--- src/rtl/lmsm_reg_sequencer.sv ---
// LM/SM register-list sequencer: walks the imm8 mask lowest-bit-first, one register per step_ready.
// reg_idx/mem_addr are combinational from registered state; done pulses one cycle after the last step.
module lmsm_reg_sequencer #(
  parameter int ADDR_W    = 16,
  parameter int ADDR_STEP = 1
) (
  input  logic              clk,
  input  logic              reset,
  input  logic              start,
  input  logic [7:0]        imm8,
  input  logic [ADDR_W-1:0] base_addr,
  input  logic              step_ready,
  output logic              xfer_valid,
  output logic [2:0]        reg_idx,
  output logic [ADDR_W-1:0] mem_addr,
  output logic              busy,
  output logic              done,
  output logic [3:0]        xfer_count,
  output logic [7:0]        pending_mask
);

  typedef enum logic [1:0] {
    S_IDLE,
    S_XFER,
    S_DONE
  } state_t;

  state_t            state, state_nxt;
  logic [7:0]        pend, pend_nxt;
  logic [ADDR_W-1:0] addr, addr_nxt;
  logic [3:0]        cnt, cnt_nxt;
  logic [2:0]        low_idx;
  logic [7:0]        clr_mask;

  // Descending scan so the last hit, i.e. the lowest set bit, wins.
  always_comb begin
    low_idx = '0;
    for (int i = 7; i >= 0; i--) begin
      if (pend[i]) low_idx = 3'(i);
    end
  end

  assign clr_mask = 8'd1 << low_idx;

  always_comb begin
    state_nxt = state;
    pend_nxt  = pend;
    addr_nxt  = addr;
    cnt_nxt   = cnt;
    case (state)
      S_IDLE: begin
        if (start) begin
          pend_nxt  = imm8;
          addr_nxt  = base_addr;
          cnt_nxt   = '0;
          state_nxt = (imm8 != 8'd0) ? S_XFER : S_DONE;
        end
      end
      S_XFER: begin
        if (step_ready) begin
          pend_nxt = pend & ~clr_mask;
          addr_nxt = addr + ADDR_W'(ADDR_STEP);
          cnt_nxt  = cnt + 4'd1;
          if ((pend & ~clr_mask) == 8'd0) state_nxt = S_DONE;
        end
      end
      S_DONE: begin
        state_nxt = S_IDLE;
      end
      default: begin
        state_nxt = S_IDLE;
      end
    endcase
  end

  always_ff @(posedge clk) begin
    if (reset) begin
      state <= S_IDLE;
      pend  <= '0;
      addr  <= '0;
      cnt   <= '0;
    end else begin
      state <= state_nxt;
      pend  <= pend_nxt;
      addr  <= addr_nxt;
      cnt   <= cnt_nxt;
    end
  end

  // Index and address are forced to zero whenever no transfer is being requested.
  assign xfer_valid   = (state == S_XFER);
  assign reg_idx      = xfer_valid ? low_idx : 3'd0;
  assign mem_addr     = xfer_valid ? addr : '0;
  assign busy         = (state == S_XFER) || (state == S_DONE);
  assign done         = (state == S_DONE);
  assign xfer_count   = cnt;
  assign pending_mask = pend;

endmodule

--- config.mk ---
export PLATFORM = sky130hd
export DESIGN_NAME = lmsm_reg_sequencer
export DESIGN_NICKNAME = d
export VERILOG_FILES = /design/src/rtl/lmsm_reg_sequencer.sv
export SDC_FILE = /design/constraint.sdc
export NUM_CORES = 1
export LEC_CHECK = 0
export CAP_MARGIN = 15
export CORE_ASPECT_RATIO = 0.75
export CORE_MARGIN = 5
export CORE_UTILIZATION = 46
export CTS_BUF_LIST = sky130_fd_sc_hd__clkbuf_8 sky130_fd_sc_hd__clkbuf_16
export DETAILED_ROUTE_END_ITERATION = 16
export PLACE_DENSITY = 0.78
export SLEW_MARGIN = 20
export SYNTH_ARGS = -nofsm -noshare
export SYNTH_HDL_FRONTEND = slang
export SYNTH_SLANG_ARGS = --single-unit
--- constraint.sdc ---
create_clock -name clk -period 2.4 [get_ports clk]
set_input_delay 0.48 -clock clk [delete_from_list [all_inputs] [get_ports clk]]
set_output_delay 0.48 -clock clk [all_outputs]
set_load 0.005 [all_outputs]
Yosys cells after proc, flatten, opt, wreduce, memory -nomap -nowiden
Cells that the tools add are included.
{"block": "op_classes", "n_bitwise": 2, "shift": 1, "n_reduce_logical": 7, "addsub": 2, "n_mux": 24, "n_eq_ne": 5}
{"operator": "2-to-1 mux 16 bit", "n": 3}
{"operator": "one-hot mux 16 bit (2 select lines)", "n": 1}
{"operator": "2-to-1 mux 3 bit", "n": 9}
{"operator": "adder 16 x 1 -> 16 bit, second input constant", "n": 1}
{"operator": "2-to-1 mux 8 bit", "n": 2}
{"operator": "one-hot mux 8 bit (2 select lines)", "n": 1}
{"operator": "bitwise AND 8 bit", "n": 1}
{"operator": "logical NOT 8 bit", "n": 1}
{"operator": "2-to-1 mux 2 bit", "n": 4}
{"operator": "2-to-1 mux 4 bit", "n": 2}
{"operator": "NOT 8 bit", "n": 1}
{"operator": "one-hot mux 4 bit (2 select lines)", "n": 1}
{"operator": "nonzero test 8 bit", "n": 1}
{"operator": "left shift 1 x 3 -> 8 bit, first input constant", "n": 1}
{"operator": "AND reduction 3 bit", "n": 2}
{"operator": "adder 4 x 1 -> 4 bit, second input constant", "n": 1}
{"operator": "!= test 2 bit, second input constant", "n": 2}
{"operator": "one-hot mux 2 bit (2 select lines)", "n": 1}
{"operator": "== test 2 x 1 -> 1 bit, second input constant", "n": 1}
{"operator": "== test 2 bit, second input constant", "n": 1}
{"operator": "logical NOT 2 bit", "n": 1}
{"operator": "!= test 2 x 1 -> 1 bit, second input constant", "n": 1}
{"operator": "nonzero test 2 bit", "n": 1}
{"operator": "logical OR 1 bit", "n": 1}
{"block": "totals", "regBits": 30, "output_inout_bits": 34}

Longest topological paths before layout
Gate-level depths: netlist of run 1.
{"block": "depth", "word_depth": 15, "depth_mapped": 9, "depth_no_buf": 7}

Worst setup path after synthesis of run 1
No wires, ideal clock.
{"block": "synth_timing", "path_kind": "register to output", "from": "register state[1]", "to": "output port mem_addr[0]", "setup_slack_ns": 0.440, "path_stages_with_launch": 7, "arrival_time_ns": 1.480, "cell_sequence": "dfxtp_1 inv_1 ha_1 clkbuf_1 clkbuf_1 clkbuf_1 and2_1"}
{"block": "synth_between", "elab_chain_len": 2}
{"item": "from (decl)", "line_no": "28", "text": "state_t state, state_nxt;"}
{"item": "from (signal assigned)", "line_no": "83", "text": "state <= state_nxt;"}
{"item": "== test 2 x 1 -> 1 bit", "line_no": "91", "text": "assign xfer_valid = (state == S_XFER);"}
{"item": "net xfer_valid", "line_no": "13", "text": "output logic xfer_valid,"}
{"item": "2-to-1 mux 16 bit", "line_no": "93", "text": "assign mem_addr = xfer_valid ? addr : '0;"}
{"item": "to (decl)", "line_no": "15", "text": "output logic [ADDR_W-1:0] mem_addr,"}
The timed path passes the listed nets, and every way through them passes these cells.

Worst setup path in the final report of run 1
{"block": "layout_timing", "from": "register state[1]", "to": "output port reg_idx[1]"}
{"block": "layout_between", "elab_chain_len": 2}
{"item": "== test 2 x 1 -> 1 bit", "line_no": "91"}
{"item": "2-to-1 mux 3 bit", "line_no": "92", "text": "assign reg_idx = xfer_valid ? low_idx : 3'd0;"}
{"item": "to (decl)", "line_no": "14", "text": "output logic [2:0] reg_idx,"}
No other way between the ends.

==> results of run 1 <==
[area by class of cell]
| class | instances | area (um2) | share of cell area (%) |
|---|---|---|---|
| Multi-Input combinational cell | 203 | 1250 | 44.7 |
| Tap cell | 55 | 68.8 | 2.46 |
| Timing Repair Buffer | 78 | 741 | 26.5 |
| Inverter | 11 | 45.0 | 1.61 |
| Clock buffer | 6 | 82.6 | 2.95 |
| Clock inverter | 2 | 8.76 | 0.313 |
| Sequential cell | 30 | 603 | 21.5 |
[power by group through the flow]
stage | clock network (mW) | registers (mW) | logic, mW
after detailed placement | 0 | 0.916 | 1.80
after global placement | 0 | 0.908 | 1.79
after CTS | 0.429 | 0.912 | 1.82
after global routing | 0.449 | 0.960 | 2.10
after floorplan | 0 | 0.847 | 1.16
final | 0.424 | 0.920 | 1.89
[sequential cells by signal (all words and copies together) (netlist names)]
| register | flops |
|---|---|
| pending_mask | 8 |
| state | 2 |
| xfer_count | 4 |
| addr | 16 |
[logic make-up (layout without fill, tap and decap cells)]
family	count (synthesis)	count (layout)	synth area share, %
and+or+nand+nor	113	113	28.6
AOI/OAI and AO/OA	72	72	25.4
DFF	30	30	30.8
buffers and inverters	30	97	5.84
xor gates and xnor gates	9	9	4.05
adders and majority gates	6	6	3.73
muxes	3	3	1.54
[layer usage]
metal  up-vias  track usage (%)  wire length, um
li1       1086                -                -
met1       986             29.6             2770
met2        83             34.5             2640
met3        12             4.98              388
met4         0             6.32               85
met5         -                0                0
[layout by cell type, fill, tap and decap left out, types with 3 or more instances in the layout]
cell | netlist | routed
nand3_1 | 11 | 11
a22oi_1 | 3 | 3
dfxtp_1 | 30 | 28
nand2b_1 | 5 | 5
and3_1 | 3 | 3
and2_1 | 12 | 12
nor4_1 | 5 | 5
a221oi_1 | 4 | 4
o21ai_0 | 10 | 10
a21oi_1 | 23 | 23
clkbuf_8 | 0 | 6
ha_1 | 5 | 4
buf_4 | 0 | 16
a211oi_1 | 3 | 3
xor2_1 | 7 | 7
inv_1 | 11 | 11
nor3_1 | 18 | 17
clkdlybuf4s50_1 | 0 | 60
nand4_1 | 3 | 3
nor2_1 | 33 | 33
mux2i_1 | 3 | 3
a311oi_1 | 3 | 3
o31ai_1 | 3 | 3
nand2_1 | 16 | 16
o21bai_1 | 3 | 3
[final timing paths]
check | startpoint | endpoint | slack, ps
worst min register to register | state[1]$_SDFFE_PP0P_ | state[1]$_SDFFE_PP0P_ | 500
worst min-delay path | state[1]$_SDFFE_PP0P_ | state[1]$_SDFFE_PP0P_ | 500
worst max register to register | state[0]$_SDFFE_PP0P_ | addr[0]$_SDFFE_PP0P_ | 470
worst max-delay path | state[1]$_SDFFE_PP0P_ | reg_idx[1] | 100
[critical path, cell delays in order, from the launching register on]
cell and delay (ps):
dfxtp_1 320, inv_1 110, ha_4 170, buf_4 210
o311a_1 210, clkdlybuf4s50_1 510
[per-stage QoR]
step	cells	worst slack, ps
4_1_cts	383	55.4
3_3_place_gp	375	301
3_5_place_dp	375	258
5_1_grt	385	6.75
2_1_floorplan	263	440
6_report	385	98.0
[what timing repair did]
| item | CTS | global route |
|---|---|---|
| setup endpoints to repair | 1 | 11 |
| gates resized for setup | 3 | 5 |
| setup buffers | 0 | 2 |
| hold buffers | 0 | 0 |
==> out/summary.md, run 1 <==
The worst setup path is captured at an output pin. The critical path class was flip-flop to output pin. The tools report the internal power of the cells as 1.81 mW. The part of the power in the clock network is 13.1%. Across the routed clock network, the largest skew measured is 3.40 ps. The worst setup path is launched from a flip-flop. For the number of endpoints with negative hold slack in the final report, the log shows 0. After layout, the worst path uses 95.9% of the clock period.

The overall fraction of global-route tracks in use was 21.8%; the post-synthesis cell count was 263. The die footprint was 0.00565 mm2. Clock tree synthesis selected as its root buffer the cell clkbuf_8. The initial antenna violation count is 0, and the number of buffers created by CTS is 5.

The later-pin clock latency in the skew report was 290 ps; the post-route core utilization was 68.7%. Buffers placed on the I/O ports in this run total 61. Setup repair after global routing left no endpoint under its margin.

The post-layout minimum cycle time is 2300 ps. For this run, the leading register cell type out of synthesis is dfxtp_1. The placeable core region was 0.00408 mm2; the number of violations of the max-capacitance limit was 0. At the pin with the least slew margin, the transition time is 530 ps.

In this run the worst path has a maximum fanout of 15. Across the VDD grid, the largest voltage drop is 0.598 mV. For this run, asynchronously set or reset flops after synthesis account for 0%. In this run the power density over the cells is 1150 mW/mm2. The number of storage elements in the synthesis netlist was 30. nor2_1 is the most common cell in the netlist.

Counting flops with a built-in enable in the synthesized netlist gives 0. The die is 85.1 um wide. The logs give 0.00267 mm2 for the cell area after placement and 0 for the number of max-slew violations in the final report.

For the required time of the critical path, the log shows 1920 ps. Hold is met by 495 ps. Detailed placement ended at an HPWL of 4240 um.

The run gives 0 as the count of inserted antenna diode cells. The logs give 5 for the first-pass iteration count of the detailed router and 362 for the number of nets in the layout. In this run the tightest slew margin relative to its limit is 64.3%.

The vertical die dimension is 66.4 um. The analysis attributes to cell leakage a power of 1.04 nW. Entering global routing, the biggest net connects 30 pins. Yosys attributes the largest share of cell area to dfxtp_1 31%, nor2_1 6.4%, a21oi_1 5.9%, nor3_1 4.6%, and2_1 3.9%. After synthesis, the mean cell area works out to 7.41 um2. The starting density of the core was 47.8%; the antenna violation net count after detailed routing was 0. The portion of total power attributed to combinational logic is 58.4%, and the synthesis-to-finish area growth is 43.7%. The logs give 0 for the final number of setup-violating endpoints and 2 for the deepest level of the CTS H-tree. After synthesis the cells add up to 0.00195 mm2.

The via count normalized by instance count works out to 5.63. The length in cells of the worst reg-to-reg path works out to 7. The tools report the via count of the first global-routing pass as 2,068. The Yosys step of the flow raised 0 warnings. The clock passes through at most 2 buffers. Summed over all layers, the routed wires come to 5880 um. Dividing the detail-routed wire length by the instance count gives 15.3 um. Detailed routing inserted a total of 2,167 vias. The run gives 0 as the post-route DRC violation count. The number of different library cells used by synthesis comes to 49. The tools report the final instance area as 0.00280 mm2. In the final layout, the share of cells above drive strength 1 is 10.3%.

The share of power burned in registers was 28.5%. The tools report the routability congestion estimate as 0.921. The critical path data arrival time is 1820 ps, and the fill cell instance count of the final layout is 356. The worst hold path depth was 1; the sequential element share of the synthesized area was 30.8%. The clock-pin slew reported for the worst setup and hold paths after clock tree synthesis was 60 ps. The post-synth net total was 296. TritonCTS built the clock tree. The switching portion of total power is 43.9%, and the maximum clock frequency is 434 MHz. In this run the worst hold path is classified as flip-flop to flip-flop.

Ranked by instance count, the synthesized netlist is headed by 33 x nor2_1, 30 x dfxtp_1, 23 x a21oi_1, 18 x nor3_1, 17 x clkbuf_1. The first routing iteration left 209 violations. For the net switching power, the log shows 1.42 mW. The run finished with clean final reports. After synthesis, the largest area contributor takes up 30.8% of total cell area. The site row count was 20. The logs give 9920 um for the global-route wire length before repair and 0 for the total congestion overflow after global routing. The biggest area contributor in the post-synthesis netlist is dfxtp_1. 62 I/O pins were placed. For the final routed database, the setup TNS stands at 0 ps. The design draws 3.23 mW.

The total clock sinks was 30.
No activity file was read; power rests on OpenSTA's default activity.
==> inputs of run 2 (changes only) <==
Settings changed: PLACE_DENSITY 0.78 to 0.8.
==> run 2 against run 1 <==
Clock power about the same. Clock-buffer cell count unchanged. Critical path depth decreased by 1. Worst setup slack got worse by 27 ps. Hold slack improved by 9.5 ps. Register-to-register slack got worse by 150 ps. Wire length increased by 5.5%. Combinational power increased by 8%.
==> out/summary.md, run 2 (synthesis results as in run 1) <==
Across the VDD grid, the largest voltage drop is 0.687 mV. Number of max-slew violations in the final report: 0. The post-route DRC violation count is 0.

The initial utilization of the core area, before any placement, comes to 47.8%. After global routing the overflow that remains totals 0. STA puts the critical path data required time at 1920 ps. After detailed routing, the number of vias per cell comes to 5.75. Before antenna repair, the detailed router went through 4 iterations. After floorplanning, the core was sized to cover 0.00408 mm2. The run gives 0 as the initial antenna violation count. After layout, the worst setup slack is 71.2 ps.

TritonCTS built the clock tree. The library cell used most frequently in the layout, excluding fill and tap cells, is clkdlybuf4s50_1. Clock tree synthesis found a total of 30 sinks. The die span in x was 85.1 um. The overall fraction of global-route tracks in use is 22.4%, and the detailed-route wire length is 6210 um. The register with the most flip-flops in the layout has 16 of them. The post-layout minimum cycle time was 2330 ps; the clock skew after layout was 7.09 ps. The total power density per cell area is 1190 mW/mm2.

The kind of launch point of the worst setup path is a flip-flop. Deepest level of the CTS H-tree: 2. The flow ran to the end, and the final reports show no timing, DRC or antenna violations. The synthesis-to-finish area growth was 46.8%; the transition at the pin with the smallest max-transition slack was 497 ps. Across all hold checks on the routed design, the worst slack comes to 505 ps.

The maximum number of pins on one net before global-route repair is 42. The tools report the cell leakage power as 1.08 nW. Measured against its own limit, the worst slew margin works out to 66.5%. The floorplan step defined a die boundary enclosing 0.00565 mm2. The via count of the first global-routing pass was 2,109.

The detailed router finished its first iteration with 210 violations. In this run the deepest clock path goes through 2 buffers. Once detail routing completed, the nets flagged for antenna violations numbered 0. Vertical die dimension: 66.4 um.

The run gives 2,227 as the number of vias after detailed routing. Maximum clock frequency: 429 MHz. The final layout contains 364 nets. The worst-case setup slack after placement came out at 197 ps. addr holds more flip-flops than any other register. Type of element capturing the critical path: an output pin. The fraction of final layout cells sized beyond drive strength 1 came out at 11.7%.

The tree is rooted in a clkbuf_8. After clock tree synthesis, the clock-pin slew on the worst setup and hold paths is 70 ps. Setup violations remaining at the end of the flow were counted as 0. The hold buffer count at cts was 0. Largest fanout on the critical path: 7.

The run gives 0.911 as the routability congestion estimate. The floorplan has 20 rows. The global-route wire length before repair is 10,300 um. Dividing the detail-routed wire length by the instance count gives 16.0 um. During placement, the flow inserted port buffers numbering 61. The tools report the number of placed I/O pins as 62. In this run the worst hold path is classified as flip-flop to flip-flop. The critical path in this run is classified as flip-flop to output pin. The post-DP HPWL is 4320 um, and the number of endpoints with negative hold slack in the final report is 0. At the later pin of the worst-skew pair, clock insertion delay measures 280 ps.

The number of buffers created by CTS was 5; the portion of the clock cycle consumed by the worst path in the final layout was 97.0%. The number of antenna diodes in the final layout is 0. For the worst setup path, the data arrival time is 1850 ps. The run gives 0 as the number of violations of the max-capacitance limit. In the layout the commonest cells are 60 x clkdlybuf4s50_1, 32 x nor2_1, 28 x dfxtp_1.
[run 2: changes by cell type in the layout (fill, tap and decap cells not counted), sizes merged]
cell	previous run	this run
buf	17	19
dlymetal6s2s	0	1
dlygate4sd2	1	0
[run 2: repair_timing]
item	4_1_cts	5_1_grt
buffers inserted	2	4
endpoints found under the setup margin	3	7
pin swaps	0	3
gates resized for setup	6	4
[run 2: area by class of cell]
class                   instances  area, um2
repair buffers                 80        793
fillers                       345       1220
clock inverters                 2       8.76
flip-flops and latches         30        603
clock buffers                   6       82.6
multi-input cells             203       1260
inverters                      11       45.0
well taps                      55       68.8
[run 2: routing by layer]
metal / global-route usage [%] / vias to the layer above / routed length (um)
met5: 0 / - / 0
li1: - / 1094 / -
met1: 29.7 / 1048 / 2830
met4: 5.93 / 0 / 25
met2: 36.7 / 81 / 2890
met3: 4.86 / 4 / 461
[run 2: metrics by stage]
step	power, mW	utilization (%)	area, um2	TNS [ps]	instances
3_3_place_gp	2.76	66.0	2690	0	373
5_1_grt	3.67	70.1	2860	-15.3	387
2_1_floorplan	2.00	-	1950	0	263
6_report	3.40	70.1	2860	0	387
3_5_place_dp	2.80	66.0	2690	0	373
4_1_cts	3.30	69.3	2830	-14.3	383
[run 2: worst paths after layout]
path | startpoint | endpoint | slack, ps | cells past startpoint
worst min register to register | addr[14]$_SDFFE_PP0P_ | addr[14]$_SDFFE_PP0P_ | 500 | 2
worst max-delay path | state[0]$_SDFFE_PP0P_ | reg_idx[0] | 70 | 4
worst min-delay path | addr[14]$_SDFFE_PP0P_ | addr[14]$_SDFFE_PP0P_ | 500 | 2
worst max register to register | state[0]$_SDFFE_PP0P_ | addr[0]$_SDFFE_PP0P_ | 320 | 7
[run 2: worst max-delay path, stage by stage, from the launching register on]
cell and delay [ps]:
dfxtp_1 410, ha_4 210, clkinvlp_4 210, nor3_2 220
clkdlybuf4s50_1 520
[run 2: power by group]
part | leakage, nW | switching (mW) | internal, mW | total (mW)
combinational | 0.777 | 1.02 | 1.02 | 2.04
sequential | 0.248 | 0.251 | 0.681 | 0.931
clock | 0.0524 | 0.200 | 0.227 | 0.427
